===== config.mk =====
export PLATFORM = sky130hd
export DESIGN_NAME = wb_port_arbiter_flat
export DESIGN_NICKNAME = d
export VERILOG_FILES = /design/src/rtl/wb_port_arbiter_pkg.sv /design/src/rtl/wb_port_arbiter_if.sv /design/src/rtl/wb_fifo.sv /design/src/rtl/wb_port_arbiter.sv /design/src/flat_wrapper.sv
export SDC_FILE = /design/constraint.sdc
export NUM_CORES = 1
export LEC_CHECK = 0
export BUFFER_PORTS_ARGS = -buffer_cell sky130_fd_sc_hd__buf_2
export CAP_MARGIN = 20
export CORE_UTILIZATION = 30
export DETAILED_ROUTE_END_ITERATION = 16
export GPL_ROUTABILITY_DRIVEN = 0
export PLACE_DENSITY = 0.5
export SLEW_MARGIN = 20
export SYNTH_ARGS = -nofsm -noshare
export SYNTH_HDL_FRONTEND = slang
export SYNTH_SLANG_ARGS = --single-unit

===== constraint.sdc =====
create_clock -name clk -period 4.6 [get_ports clk]
set_clock_uncertainty 0.05 [all_clocks]
set_input_delay 0.69 -clock clk [delete_from_list [all_inputs] [get_ports clk]]
set_output_delay 0.69 -clock clk [all_outputs]
set_load 0.03 [all_outputs]

===== src/rtl/wb_port_arbiter_pkg.sv =====
// Shared types and helpers for the register-file write-port arbiter.
package wb_port_arbiter_pkg;

  localparam logic [4:0] REG_ZERO = 5'd0;

  typedef struct packed {
    logic        live;
    logic [4:0]  rd;
    logic [31:0] data;
  } wb_entry_t;

  // True when a live destination matches a non-zero register query.
  function automatic logic rd_hit(input logic live, input logic [4:0] rd, input logic [4:0] q);
    return live && (rd == q) && (q != REG_ZERO);
  endfunction

endpackage


===== src/rtl/wb_port_arbiter_if.sv =====
// Bus bundle between the pipeline/multi-cycle unit/hazard unit and the write-port arbiter.
interface wb_port_arbiter_if;
  logic        wb_we;
  logic [4:0]  wb_rd;
  logic [31:0] wb_data;
  logic        md_valid;
  logic [4:0]  md_rd;
  logic [31:0] md_data;
  logic        md_ready;
  logic [4:0]  qry_rs;
  logic [4:0]  qry_rt;
  logic        busy_rs;
  logic        busy_rt;
  logic        stall_req;
  logic        rf_we;
  logic [4:0]  rf_wa;
  logic [31:0] rf_wd;

  modport master (
    output wb_we, wb_rd, wb_data, md_valid, md_rd, md_data, qry_rs, qry_rt,
    input  md_ready, busy_rs, busy_rt, stall_req, rf_we, rf_wa, rf_wd
  );

  modport slave (
    input  wb_we, wb_rd, wb_data, md_valid, md_rd, md_data, qry_rs, qry_rt,
    output md_ready, busy_rs, busy_rt, stall_req, rf_we, rf_wa, rf_wd
  );
endinterface


===== src/rtl/wb_fifo.sv =====
// Small circular buffer of multi-cycle results with per-slot kill of the live bit.
module wb_fifo
  import wb_port_arbiter_pkg::*;
#(
  parameter int DEPTH = 2
) (
  input  logic             clk,
  input  logic             reset,
  input  logic             push,
  input  logic             pop,
  input  wb_entry_t        push_entry,
  input  logic [DEPTH-1:0] kill,
  output wb_entry_t        head_entry,
  output logic [DEPTH-1:0] live_o,
  output logic [4:0]       rd_o [DEPTH],
  output logic             full,
  output logic             empty
);
  localparam int PW = $clog2(DEPTH);
  localparam int CW = PW + 1;
  localparam logic [PW-1:0] PTR_ONE = PW'(32'd1);
  localparam logic [CW-1:0] CNT_ONE = CW'(32'd1);
  localparam logic [CW-1:0] CNT_FULL = CW'(DEPTH);

  wb_entry_t     mem_q [DEPTH];
  wb_entry_t     mem_d [DEPTH];
  logic [PW-1:0] head_q, head_d, tail_q, tail_d;
  logic [CW-1:0] count_q, count_d;

  // Next storage contents: a popped slot goes dead so only occupied live slots report busy
  always_comb begin
    for (int i = 0; i < DEPTH; i++) begin
      if (push && (tail_q == PW'(i))) begin
        mem_d[i] = push_entry;
      end else begin
        mem_d[i]      = mem_q[i];
        mem_d[i].live = mem_q[i].live && !kill[i] && !(pop && (head_q == PW'(i)));
      end
    end
  end

  // Pointer and occupancy update
  always_comb begin
    head_d = pop  ? head_q + PTR_ONE : head_q;
    tail_d = push ? tail_q + PTR_ONE : tail_q;
    case ({push, pop})
      2'b10:   count_d = count_q + CNT_ONE;
      2'b01:   count_d = count_q - CNT_ONE;
      default: count_d = count_q;
    endcase
  end

  // State registers
  always_ff @(posedge clk or posedge reset) begin
    if (reset) begin
      for (int i = 0; i < DEPTH; i++) begin
        mem_q[i] <= '{live: 1'b0, rd: REG_ZERO, data: 32'd0};
      end
      head_q  <= {PW{1'b0}};
      tail_q  <= {PW{1'b0}};
      count_q <= {CW{1'b0}};
    end else begin
      for (int i = 0; i < DEPTH; i++) begin
        mem_q[i] <= mem_d[i];
      end
      head_q  <= head_d;
      tail_q  <= tail_d;
      count_q <= count_d;
    end
  end

  // Status and per-slot views
  always_comb begin
    head_entry = mem_q[head_q];
    full       = (count_q == CNT_FULL);
    empty      = (count_q == {CW{1'b0}});
    for (int i = 0; i < DEPTH; i++) begin
      live_o[i] = mem_q[i].live;
      rd_o[i]   = mem_q[i].rd;
    end
  end

endmodule


===== src/rtl/wb_port_arbiter.sv =====
// Shares the register-file write port: pipeline writeback first, buffered multi-cycle
// results drained on idle cycles, with hazard reporting and a starvation stall request.
module wb_port_arbiter
  import wb_port_arbiter_pkg::*;
#(
  parameter int DEPTH        = 2,
  parameter int STARVE_LIMIT = 8
) (
  input  logic clk,
  input  logic reset,
  wb_port_arbiter_if.slave bus
);
  localparam int SW = $clog2(STARVE_LIMIT + 1);
  localparam logic [SW-1:0] LIMIT_C = SW'(STARVE_LIMIT);
  localparam logic [SW-1:0] CNT_ONE = SW'(32'd1);

  logic             pipe_own_s, push_s, pop_s, full_s, empty_s;
  logic             busy_rs_s, busy_rt_s;
  wb_entry_t        push_entry_s, head_entry_s;
  logic [DEPTH-1:0] live_s, kill_s;
  logic [4:0]       rd_s [DEPTH];
  logic [SW-1:0]    starve_d, starve_q;
  logic             stall_d, stall_q;

  wb_fifo #(.DEPTH(DEPTH)) u_fifo (
    .clk        (clk),
    .reset      (reset),
    .push       (push_s),
    .pop        (pop_s),
    .push_entry (push_entry_s),
    .kill       (kill_s),
    .head_entry (head_entry_s),
    .live_o     (live_s),
    .rd_o       (rd_s),
    .full       (full_s),
    .empty      (empty_s)
  );

  // Ownership, admission, and killing of buffered writes that the pipeline supersedes
  always_comb begin
    pipe_own_s = bus.wb_we && (bus.wb_rd != REG_ZERO);
    pop_s      = !pipe_own_s && !empty_s;
    push_s     = bus.md_valid && !full_s;
    push_entry_s.live = (bus.md_rd != REG_ZERO) && !(pipe_own_s && (bus.md_rd == bus.wb_rd));
    push_entry_s.rd   = bus.md_rd;
    push_entry_s.data = bus.md_data;
    for (int i = 0; i < DEPTH; i++) begin
      kill_s[i] = pipe_own_s && rd_hit(live_s[i], rd_s[i], bus.wb_rd);
    end
  end

  // Write-port mux
  always_comb begin
    if (pipe_own_s) begin
      bus.rf_we = 1'b1;
      bus.rf_wa = bus.wb_rd;
      bus.rf_wd = bus.wb_data;
    end else if (pop_s && head_entry_s.live) begin
      bus.rf_we = 1'b1;
      bus.rf_wa = head_entry_s.rd;
      bus.rf_wd = head_entry_s.data;
    end else begin
      bus.rf_we = 1'b0;
      bus.rf_wa = REG_ZERO;
      bus.rf_wd = 32'd0;
    end
  end

  // Hazard compare over stored live entries plus the push arriving this cycle
  always_comb begin
    busy_rs_s = rd_hit(push_s, bus.md_rd, bus.qry_rs);
    busy_rt_s = rd_hit(push_s, bus.md_rd, bus.qry_rt);
    for (int i = 0; i < DEPTH; i++) begin
      busy_rs_s = busy_rs_s | rd_hit(live_s[i], rd_s[i], bus.qry_rs);
      busy_rt_s = busy_rt_s | rd_hit(live_s[i], rd_s[i], bus.qry_rt);
    end
  end

  // Starvation count: a non-empty FIFO that does not pop is blocked by the pipeline
  always_comb begin
    if (empty_s || pop_s) begin
      starve_d = {SW{1'b0}};
    end else if (starve_q != LIMIT_C) begin
      starve_d = starve_q + CNT_ONE;
    end else begin
      starve_d = starve_q;
    end
    stall_d = (starve_d == LIMIT_C);
  end

  // Starvation state
  always_ff @(posedge clk or posedge reset) begin
    if (reset) begin
      starve_q <= {SW{1'b0}};
      stall_q  <= 1'b0;
    end else begin
      starve_q <= starve_d;
      stall_q  <= stall_d;
    end
  end

  assign bus.md_ready  = !full_s;
  assign bus.busy_rs   = busy_rs_s;
  assign bus.busy_rt   = busy_rt_s;
  assign bus.stall_req = stall_q;

endmodule

===== src/flat_wrapper.sv =====
// flat-port wrapper written by rule: the top's interface ports become plain ports
module wb_port_arbiter_flat import wb_port_arbiter_pkg::*;
#(
  parameter int DEPTH        = 2,
  parameter int STARVE_LIMIT = 8
)
  (clk, reset, bus_wb_we, bus_wb_rd, bus_wb_data, bus_md_valid, bus_md_rd, bus_md_data, bus_qry_rs, bus_qry_rt, bus_md_ready, bus_busy_rs, bus_busy_rt, bus_stall_req, bus_rf_we, bus_rf_wa, bus_rf_wd);
  wb_port_arbiter_if bus_i ();
  input  logic clk;
  input  logic reset;
  input wire logic [$bits(bus_i.wb_we)-1:0] bus_wb_we;
  input wire logic [$bits(bus_i.wb_rd)-1:0] bus_wb_rd;
  input wire logic [$bits(bus_i.wb_data)-1:0] bus_wb_data;
  input wire logic [$bits(bus_i.md_valid)-1:0] bus_md_valid;
  input wire logic [$bits(bus_i.md_rd)-1:0] bus_md_rd;
  input wire logic [$bits(bus_i.md_data)-1:0] bus_md_data;
  input wire logic [$bits(bus_i.qry_rs)-1:0] bus_qry_rs;
  input wire logic [$bits(bus_i.qry_rt)-1:0] bus_qry_rt;
  output wire logic [$bits(bus_i.md_ready)-1:0] bus_md_ready;
  output wire logic [$bits(bus_i.busy_rs)-1:0] bus_busy_rs;
  output wire logic [$bits(bus_i.busy_rt)-1:0] bus_busy_rt;
  output wire logic [$bits(bus_i.stall_req)-1:0] bus_stall_req;
  output wire logic [$bits(bus_i.rf_we)-1:0] bus_rf_we;
  output wire logic [$bits(bus_i.rf_wa)-1:0] bus_rf_wa;
  output wire logic [$bits(bus_i.rf_wd)-1:0] bus_rf_wd;
  assign bus_i.wb_we = bus_wb_we;
  assign bus_i.wb_rd = bus_wb_rd;
  assign bus_i.wb_data = bus_wb_data;
  assign bus_i.md_valid = bus_md_valid;
  assign bus_i.md_rd = bus_md_rd;
  assign bus_i.md_data = bus_md_data;
  assign bus_i.qry_rs = bus_qry_rs;
  assign bus_i.qry_rt = bus_qry_rt;
  assign bus_md_ready = bus_i.md_ready;
  assign bus_busy_rs = bus_i.busy_rs;
  assign bus_busy_rt = bus_i.busy_rt;
  assign bus_stall_req = bus_i.stall_req;
  assign bus_rf_we = bus_i.rf_we;
  assign bus_rf_wa = bus_i.rf_wa;
  assign bus_rf_wd = bus_i.rf_wd;
  wb_port_arbiter #(.DEPTH(DEPTH), .STARVE_LIMIT(STARVE_LIMIT)) u_core (.clk(clk), .reset(reset), .bus(bus_i));
endmodule

==> summary.md <==
| Metric | Value |
|---|---|
| Most frequent cells after synthesis | 85 x sky130_fd_sc_hd__dfrtp_1, 76 x sky130_fd_sc_hd__mux2_2, 51 x sky130_fd_sc_hd__nand2_1 |
| Largest area contributor in the netlist | sky130_fd_sc_hd__dfrtp_1 |
| Post-synthesis sequential area ratio | 0.447 |
| Post-DP Area | about 5600 um^2 |
| Number of gates resized after cts | 0 |
| Initial drt markers | ~100 |
| Sort of element at the start of the critical path | input port |
| Reg-to-reg critical path startpoint | u_core.u_fifo.count_q[0] |
| Post-route design area | ~6000 um^2 |
| Setup repair after global routing missed its margin | false |
| Routed length per placed instance | between 15 and 20 um |
| Count of pins over their slew limit | 0 |
| Final total negative setup slack | 0 ns |
| Leakage power figure | ~2.7 nW |
| Total standard cell area after synthesis | around 4800 um^2 |
| Post-synthesis share of cell area spent on and, or, nand and nor gates | 0.0829 |
| Asr flop ratio synth | 1.00 |
| Finished Layout Cells | about 760 |
| Number of global-route vias before repair | between 3,000 and 4,000 |
| Residual overflow from global routing | 0 |
| Total instance count after detailed placement | ~740 |
| Largest cells by area after synthesis | sky130_fd_sc_hd__dfrtp_1 45%, sky130_fd_sc_hd__mux2_2 18%, sky130_fd_sc_hd__mux2i_1 7.8% |
| Internal | between 0.002 and 0.0025 W |
| Layout cell share with drive strength beyond 1 | 0.425 |
| Port buffer count | 129 |
| Top cell type's share of synthesized area | 0.447 |
| Number of buffers created by CTS | 9 |
| Final setup viols | 0 |
| ANT cells | 0 |
| Clock slew at reported path FFs | 0.06 ns |
| Antenna violations before repair | 0 |
| Worst relative slew slack | 0.301 |
| Wire length of the first global-routing pass | between 15,000 and 20,000 um |
| Post-CTS Repair Setup Buffers | 0 |
| Part of the power in the clock network | 0.219 |
| Net load switching power | about 0.0015 W |
| Final Hold Vio Count | 0 |
| Prevailing post-synth register cell | sky130_fd_sc_hd__dfrtp_1 |
| Worst EP required | 3.86 ns |
| Number of nets with antenna violations after detailed routing | 0 |
| Peak ir drop on the vdd network | ~0.26 mV |
| Clock latency of the later-clocked register in the worst-skew pair | between 0.3 and 0.4 ns |
| Nets@finish | 630 |
| Critical path class | in -> out |
| Area of the die | 16,400 um^2 |
| Total via count after detailed routing | around 3,600 |
| Final wirelength | 11,500 um |
| Proportion of synthesized area in mux cells | 0.258 |
| Period Utilization, post-route | 0.752 |
| Shortest clock period the worst path allows after layout | 3.46 ns |
| Area of the multi-input gates | approximately 2500 um^2 |
| Level count of the clock H-tree | 3 |
| Slew at the pin with the worst max-slew slack | between 1 and 1.5 ns |
| CTS tree | yes |
| Drt drc | 0 |
| Synthesized net count | ~520 |
| Launching instance or port of the critical path | bus_wb_rd[0] |
| Core Footprint | about 15,000 um^2 |
| Max-cap violations | 0 |
| Switching share of power | 0.370 |
| Maximum number of pins on one net before global-route repair | between 50 and 60 |
| Share of total power in combinational logic | 0.428 |
| CTS sink cnt | 85 |
| Clock root buffer | sky130_fd_sc_hd__clkbuf_16 |
| Ys Warns | 0 |
| Number of rows created at floorplan | 45 |
| Die X-Extent | approximately 130 um |
| CP endpoint kind | output port |
| Combinational family with the most area after synthesis | multiplexers |
| Half-perimeter wire length after placement | about 8100 um |
| Filler Cells Inserted | around 1,500 |
| FF+latch area | roughly 2100 um^2 |
| Number of synthesized flops with an enable pin | 0 |
| Cts-stage hold buffer count | 0 |
| Run status | finished clean |
| Initial Utilization | 0.311 |
| Largest fanout of any net on the critical path | 48 |
| Critical Path AT | 2.72 ns |
| Synth unique cells | 34 |
| Overall Global Routing Usage | 0.148 |
| Adder and majority gate portion of the synthesized area | 0.00789 |
| Ratio of total power to cell area | around 670 nW/um^2 |
| Mean post-synth cell area | around 11 um^2 |
| Register share of total power | 0.354 |
| Number of standard cells after synthesis | 425 |
| Mean number of vias per cell | around 4.7 |
| Leading cell type by number of instances after synthesis | sky130_fd_sc_hd__dfrtp_1 |
| Number of iterations in the first detailed-routing pass | 4 |
| Vertical die dimension | 128 um |
| Number of buffers on the longest clock path | 2 |
| Area growth from synthesis to layout | 24.8% |
| Number of top-level pins | 130 |
| Maximum clock rate | about 0.29 GHz |
| Worst min path class | in -> async |
| Post-Synth XOR/XNOR Area | 0.0921 |
| Post-synthesis compound-gate area fraction | 0.0789 |
| Register bit total from synthesis | 85 |
path summary, 6_finish.rpt:
path | slack (ns) | cells past startpoint | endpoint
worst min register to register | 0.45 | 1 | u_core.u_fifo.mem_q[42]
worst max-delay path | 1.14 | 6 | bus_rf_wd[19]
max in group asynchronous | 3.04 | 3 | u_core.u_fifo.head_q
min in group clk | 0.45 | 1 | u_core.u_fifo.mem_q[42]
worst max register to register | 2.31 | 4 | u_core.u_fifo.mem_q[64]
worst min-delay path | 0.45 | 2 | u_core.u_fifo.mem_q[8]
kinds of logic after synthesis:
logic type      Yosys count
mux                     113
simple gates             88
flops                    85
compound gates           51
xor+xnor                 50
buf+inv                  35
fa+ha+maj                 3
per-layer routing:
layer	wire length, um	share of wire	global-route usage
met5	0	0	0
met4	192	0.017	0.0581
met3	555	0.048	0.0371
met2	5510	0.48	0.244
met1	5280	0.46	0.186
layout make-up:
class	count	area share
Tap cell	211	0.0445
Sequential cell	85	0.358
Timing Repair Buffer	134	0.115
Multi-Input combinational cell	305	0.419
Inverter	4	0.00274
Clock inverter	4	0.0202
Clock buffer	12	0.0398
power groups by stage:
stage / logic [W] / registers [W] / clock network (W)
2_1_floorplan: 0.00135 / 0.00131 / 0
3_3_place_gp: 0.00169 / 0.00139 / 0
3_5_place_dp: 0.00173 / 0.00141 / 0
4_1_cts: 0.00173 / 0.00140 / 0.000901
5_1_grt: 0.00186 / 0.00144 / 0.000934
6_report: 0.00170 / 0.00140 / 0.000867
state kept, by name, indices dropped and copies added, names as in the netlist:
signal,cells
u_core.u_fifo.mem_q,64
u_core.bus.stall_req,1
u_core.u_fifo.rd_o,10
u_core.u_fifo.live_o,2
u_core.u_fifo.tail_q,1
u_core.u_fifo.count_q,2
u_core.starve_q,4
u_core.u_fifo.head_q,1
per-stage QoR:
| step | power, W | utilization | worst slack [ns] | hold slack, ns |
|---|---|---|---|---|
| 2_1_floorplan | 0.00266 | - | 1.51 | 0.410 |
| 3_3_place_gp | 0.00308 | 0.364 | 1.18 | 0.436 |
| 3_5_place_dp | 0.00314 | 0.364 | 1.14 | 0.442 |
| 4_1_cts | 0.00403 | 0.388 | 1.13 | 0.456 |
| 5_1_grt | 0.00423 | 0.388 | 1.01 | 0.467 |
| 6_report | 0.00396 | 0.388 | 1.14 | 0.452 |
cell usage in the layout (no fill, tap or decap), drive strengths merged, types with 11 or more instances in the layout:
cell type and instances:
nand2 51, xnor2 27, dfrtp 85, xor2 23, clkbuf 12, buf 134, mux2i 37, o31ai 34
nor2 11, mux2 76
worst max-delay path, stage by stage:
cell and delay [ns]:
sky130_fd_sc_hd__buf_2 0.14, sky130_fd_sc_hd__or3_1 0.43, sky130_fd_sc_hd__o31a_2 0.61, sky130_fd_sc_hd__buf_4 0.34, sky130_fd_sc_hd__o31ai_1 0.26, sky130_fd_sc_hd__buf_2 0.24
Power figures use the tool's default switching activity.
